<file path="config.mk">
export PLATFORM = sky130hd
export DESIGN_NAME = kmeans_k3n4_ctrl
export DESIGN_NICKNAME = d
export VERILOG_FILES = /design/src/rtl/kmeans_k3n4_ctrl.sv
export SDC_FILE = /design/constraint.sdc
export NUM_CORES = 1
export LEC_CHECK = 0
export BUFFER_PORTS_ARGS = -buffer_cell sky130_fd_sc_hd__buf_2
export CAP_MARGIN = 40
export CORE_ASPECT_RATIO = 0.5
export CORE_MARGIN = 4
export CORE_UTILIZATION = 49
export DETAILED_ROUTE_END_ITERATION = 8
export PLACE_DENSITY = 0.74
export SLEW_MARGIN = 0
export SYNTH_ARGS = -nofsm -noshare
export SYNTH_HDL_FRONTEND = slang
export SYNTH_SLANG_ARGS = --single-unit
</file>
<file path="constraint.sdc">
create_clock -name clk_i -period 1.6 [get_ports clk_i]
set_input_delay 0.08 -clock clk_i [delete_from_list [all_inputs] [get_ports clk_i]]
set_output_delay 0.08 -clock clk_i [all_outputs]
set_load 0.005 [all_outputs]
</file>
<file path="src/rtl/kmeans_k3n4_ctrl.sv">
// Iteration sequencer for the K=3, N=4 k-means datapath: streams sample addresses,
// drains the accumulate pipeline, handshakes with the centroid-update unit, repeats.
module kmeans_k3n4_ctrl #(
    parameter int input_data_qty_bit_width = 8,
    parameter int input_data_qty           = 256,
    parameter int pipe_latency             = 6,
    parameter int max_iter                 = 16,
    parameter int iter_bit_width           = 5
) (
    input  logic                                clk_i,
    input  logic                                rst_i,
    input  logic                                start_i,
    input  logic                                dp_ready_i,
    input  logic                                upd_ack_i,
    input  logic                                converged_i,
    output logic                                mem_rd_en_o,
    output logic [input_data_qty_bit_width-1:0] mem_rd_addr_o,
    output logic                                data_valid_o,
    output logic                                k_load_init_o,
    output logic                                acc_clear_o,
    output logic                                upd_req_o,
    output logic                                busy_o,
    output logic                                done_o,
    output logic [iter_bit_width-1:0]           iter_count_o
);

    localparam int AW = input_data_qty_bit_width;
    localparam int IW = iter_bit_width;
    localparam int DW = (pipe_latency > 0) ? $clog2(pipe_latency + 1) : 1;
    localparam logic [AW-1:0] ADDR_LAST  = AW'(input_data_qty - 1);
    localparam logic [DW-1:0] DRAIN_LAST = DW'(pipe_latency);
    localparam logic [IW-1:0] ITER_MAX   = IW'(max_iter);

    typedef enum logic [2:0] {
        IDLE, INIT, STREAM, DRAIN, UPDATE, CHECK, DONE
    } state_e;

    state_e        state_q;
    logic [AW-1:0] addr_q;
    logic [AW-1:0] addr_d;
    logic [DW-1:0] drain_q;
    logic [IW-1:0] iter_q;
    logic [IW-1:0] iter_d;
    logic          last_pass_d;
    logic          last_pass_q;
    logic          data_valid_q;
    logic          k_load_init_q;
    logic          acc_clear_q;
    logic          upd_req_q;
    logic          busy_q;
    logic          done_q;

    // The read strobe follows dp_ready in the same cycle so a stalled datapath
    // never receives a sample it cannot take.
    assign mem_rd_en_o = (state_q == STREAM) && dp_ready_i;

    assign addr_d      = (addr_q == ADDR_LAST) ? '0 : addr_q + 1'b1;
    assign iter_d      = (iter_q == '1) ? iter_q : iter_q + 1'b1;
    assign last_pass_d = converged_i || (iter_d == ITER_MAX);

    always_ff @(posedge clk_i or negedge rst_i) begin
        if (!rst_i) begin
            state_q       <= IDLE;
            addr_q        <= '0;
            drain_q       <= '0;
            iter_q        <= '0;
            last_pass_q   <= 1'b0;
            data_valid_q  <= 1'b0;
            k_load_init_q <= 1'b0;
            acc_clear_q   <= 1'b0;
            upd_req_q     <= 1'b0;
            busy_q        <= 1'b0;
            done_q        <= 1'b0;
        end else begin
            data_valid_q  <= mem_rd_en_o;
            k_load_init_q <= 1'b0;
            acc_clear_q   <= 1'b0;
            case (state_q)
                IDLE, DONE: begin
                    if (start_i) begin
                        state_q       <= INIT;
                        k_load_init_q <= 1'b1;
                        acc_clear_q   <= 1'b1;
                        addr_q        <= '0;
                        drain_q       <= '0;
                        iter_q        <= '0;
                        busy_q        <= 1'b1;
                        done_q        <= 1'b0;
                    end
                end
                INIT: begin
                    state_q <= STREAM;
                end
                STREAM: begin
                    if (mem_rd_en_o) begin
                        addr_q <= addr_d;
                        if (addr_q == ADDR_LAST) begin
                            state_q <= DRAIN;
                            drain_q <= '0;
                        end
                    end
                end
                DRAIN: begin
                    // pipe_latency+1 cycles so the last data_valid is fully absorbed
                    if (drain_q == DRAIN_LAST) begin
                        state_q   <= UPDATE;
                        drain_q   <= '0;
                        upd_req_q <= 1'b1;
                    end else begin
                        drain_q <= drain_q + 1'b1;
                    end
                end
                UPDATE: begin
                    if (upd_ack_i) begin
                        state_q     <= CHECK;
                        upd_req_q   <= 1'b0;
                        iter_q      <= iter_d;
                        last_pass_q <= last_pass_d;
                        acc_clear_q <= !last_pass_d;
                    end
                end
                CHECK: begin
                    if (last_pass_q) begin
                        state_q <= DONE;
                        busy_q  <= 1'b0;
                        done_q  <= 1'b1;
                    end else begin
                        state_q <= STREAM;
                    end
                end
                default: begin
                    state_q   <= IDLE;
                    upd_req_q <= 1'b0;
                    busy_q    <= 1'b0;
                    done_q    <= 1'b0;
                end
            endcase
        end
    end

    assign mem_rd_addr_o = addr_q;
    assign data_valid_o  = data_valid_q;
    assign k_load_init_o = k_load_init_q;
    assign acc_clear_o   = acc_clear_q;
    assign upd_req_o     = upd_req_q;
    assign busy_o        = busy_q;
    assign done_o        = done_q;
    assign iter_count_o  = iter_q;

endmodule

</file>
==> flow_metrics.env <==
export IMPL_post_drt_wl_per_cell_microns=15.7
export IMPL_topRoutingLayerUsed="met4"
export IMPL_cp_slowest_cell="dfrtp_2"
export IMPL_dieWidth_microns=85.9
export IMPL_worst_path_largest_cell_delay_ps=460
export IMPL_cp_endpoint="iter_count_o[3]"
export IMPL_cts_root_buf="clkbuf_8"
export IMPL_final_hold_violation_count=0
export IMPL_power_density_nw_per_um2=1770
export IMPL_finalSetupViolCount=1
export IMPL_cts_buffer_depth=2
export IMPL_hpwl_mm=2.57
export IMPL_final_cells=253
export IMPL_antenna_left=0
export IMPL_gp_congestion=0.853
export IMPL_ys_ff_latch=26
export IMPL_overflow=0
export IMPL_fp_row_count=13
export IMPL_cp_cell_sequence="mux2i_1, mux2_4, or3_1, o311a_1"
export IMPL_final_setup_tns_ps=-20.1
export IMPL_fmax_mhz=617
export IMPL_final_cell_mix="buf_4 (35), buf_2 (25), dfrtp_1 (23), nand2_1 (13), o21ai_0 (10)"
export IMPL_via_per_inst=5.77
export IMPL_min_period_ps=1620
export IMPL_io_pins=26
export IMPL_slew_violations=0
export IMPL_insertion_delay_ps=280
export IMPL_synth_fp_nets=165
export IMPL_drcViolationCount=0
export IMPL_diodes=0
export IMPL_path_depth=4
export IMPL_die_area_sq_um=4040
export IMPL_rsz0062_at_grt="true"
export IMPL_grtUsageTotal_pct=20.5
export IMPL_drt_iter0_drc=103
export IMPL_min_period_over_period_pct=101
export IMPL_dr_pass1_iters=4
export IMPL_crit_type="register to register"
export IMPL_crit_buf_inv=0
export IMPL_cp_required_ps=1780
export IMPL_p_leak_nw=1.01
export IMPL_grt_pass1_wl_mm=6.33
export IMPL_crit_family="flip-flops"
export IMPL_synth_seq_area_share_pct=43.7
export IMPL_violations="setup timing"
export IMPL_grt_start_max_net_pins=27
export IMPL_drt_met1_wl_mm=1.84
export IMPL_drive_above_1_share_pct=42.6
export IMPL_wl_met2_mm=1.91
export IMPL_n_fill_cell=188
export IMPL_rr_endpoint="iter_count_o[3]"
export IMPL_portBuffers=25
export IMPL_final_common_cell="buf_4"
export IMPL_area_growth_pct=39.1
export IMPL_syn_inst=157
export IMPL_coreArea_sq_um=2750
export IMPL_r2r_start="state_q[1]"
export IMPL_startpoint="state_q[1]"
export IMPL_routed_wl_met3_microns=190
export IMPL_cts_buffers=3
export IMPL_syn_area_sq_um=1490
export IMPL_dp_worst_setup_slack_ps=-46.2
export IMPL_timing_max_cap_violations=0
export IMPL_ir_worst_vdd_uv=983
export IMPL_cp_max_fo=6
export IMPL_grt_pass1_vias=1408
export IMPL_yosysUniqueCellTypes=46
export IMPL_htreeDepth=1
export IMPL_relSlewSlack_pct=60.8
export IMPL_cts_tree="done"
export IMPL_vias=1459
export IMPL_die_h_microns=47.0
export IMPL_hold_path_class="input pin to register"
export IMPL_finalPower_mw=3.67
export IMPL_status="finished with violations"
export IMPL_path_clk_slew_ps=100
export IMPL_routed_wl_mm=3.97
export IMPL_holdWs_ps=70.1
export IMPL_initial_core_util_pct=54.1
export IMPL_rr_worst_depth=4
export IMPL_finalClockSkew_ps=9.37
export IMPL_nets=225
export IMPL_antenna_found_initial=0
export IMPL_cts_sinks=26
export IMPL_end_kind="register"
export IMPL_syn_area_per_cell_sq_um=9.48
export IMPL_r2r_setup_slack_ps=-20
export IMPL_max_slew_worst_pin_slew_ps=588
export IMPL_cp_data_arrival_time_ps=1800
export IMPL_startpoint_type="register"
export IMPL_worst_slack_ps=-20.1
export IMPL_yosys_warnings=0
export IMPL_dp_cells=238
[worst reg2reg max path: cells and delay by family (launching register included)]
kind / cells / cell delay, ps
flip-flops: 1 / 460
multiplexers: 2 / 440
AND/OR/NAND/NOR: 1 / 320
AO/OA/AOI/OAI: 1 / 290
[layout make-up]
cell class / count / area (sq um) / area share (%)
clock buffer: 3 / 41.3 / 2.00
clock inverter: 1 / 30.0 / 1.45
inverter: 5 / 18.8 / 0.907
multi-input combinational: 117 / 838 / 40.5
sequential: 26 / 654 / 31.6
tap: 37 / 46.3 / 2.24
timing repair buffer: 64 / 440 / 21.3
[registers in the layout (all words and copies together) (netlist names)]
signal         flops
mem_rd_addr_o      8
iter_count_o       5
drain_q            3
state_q            3
acc_clear_o        1
busy_o             1
data_valid_o       1
done_o             1
k_load_init_o      1
last_pass_q        1
upd_req_o          1
[cell usage after synthesis, drive strengths merged]
cell | instances | share of area [%]
a21o | 4 | 2.0
a21oi | 9 | 3.0
a221oi | 1 | 0.59
a22o | 4 | 2.4
a22oi | 1 | 0.50
a2bb2oi | 1 | 1.0
a31o | 1 | 0.59
a31oi | 4 | 1.7
and2 | 2 | 0.84
and3 | 1 | 0.42
and3b | 2 | 1.2
buf | 5 | 2.3
clkbuf | 4 | 1.0
dfrtp | 26 | 44
ha | 2 | 1.7
inv | 5 | 1.3
mux2 | 3 | 2.5
mux2i | 3 | 2.0
nand2 | 13 | 3.3
nand2b | 3 | 1.3
nand3 | 7 | 2.4
nand3b | 3 | 1.8
nand4 | 4 | 1.7
nand4b | 1 | 0.59
nor2 | 8 | 2.0
nor2b | 4 | 1.7
nor3 | 1 | 0.34
nor3b | 2 | 1.3
nor4b | 1 | 0.59
o211ai | 2 | 1.0
o21a | 3 | 1.5
o21ai | 11 | 3.7
o22a | 1 | 0.59
o22ai | 2 | 0.84
o311a | 1 | 0.67
o31ai | 4 | 2.0
or2 | 1 | 0.42
or3 | 2 | 0.84
or3b | 2 | 1.2
or4 | 2 | 1.0
xnor2 | 1 | 0.59
[power by group]
group / internal [mW] / switching [mW]
Clock: 0.336 / 0.222
Sequential: 0.853 / 0.208
Combinational: 1.12 / 0.931
Total: 2.31 / 1.36
[timing repair]
item,in CTS,in global routing
pin swaps,0,4
hold buffers,1,0
buffers inserted,5,5
resized for setup,6,12
setup endpoints to repair,9,13
gates cloned,0,0
endpoints found under the hold margin,26,0
[logic make-up (layout without fill, tap and decap cells)]
kind of cell,Yosys count,count (layout),share of synthesized area [%]
AND/OR/NAND/NOR,59,59,22.8
buffers and inverters,14,73,4.54
flip-flops,26,26,43.7
multiplexers,6,6,4.54
adder cells (fa/ha/maj),2,2,1.68
AO/OA/AOI/OAI,49,49,22.1
XOR/XNOR,1,1,0.589
[layer usage]
metal	up-vias	GRT usage, %
met5	-	0
met4	0	5.05
met3	6	5.25
met2	32	36.9
met1	722	25.6
li1	699	-
[worst min-delay path by stage]
| stage | startpoint | to | slack, ps | depth (start not counted) |
|---|---|---|---|---|
| 2_1_floorplan | rst_i | acc_clear_o | -220 | 0 |
| 6_report | dp_ready_i | data_valid_o | 70 | 2 |
| 3_3_place_gp | rst_i | mem_rd_addr_o[1] | 120 | 1 |
| 5_1_grt | dp_ready_i | data_valid_o | 80 | 2 |
| 3_5_place_dp | rst_i | mem_rd_addr_o[1] | 110 | 1 |
| 4_1_cts | dp_ready_i | data_valid_o | 70 | 2 |
[per-stage QoR]
| stage | cell area, sq um | util (%) |
|---|---|---|
| floorplan | 1500 | - |
| global placement | 1840 | 67.0 |
| detailed placement | 1840 | 67.0 |
| CTS | 1990 | 72.4 |
| global route | 2070 | 75.3 |
| finish | 2070 | 75.3 |
(Power assumes the default switching activity.)
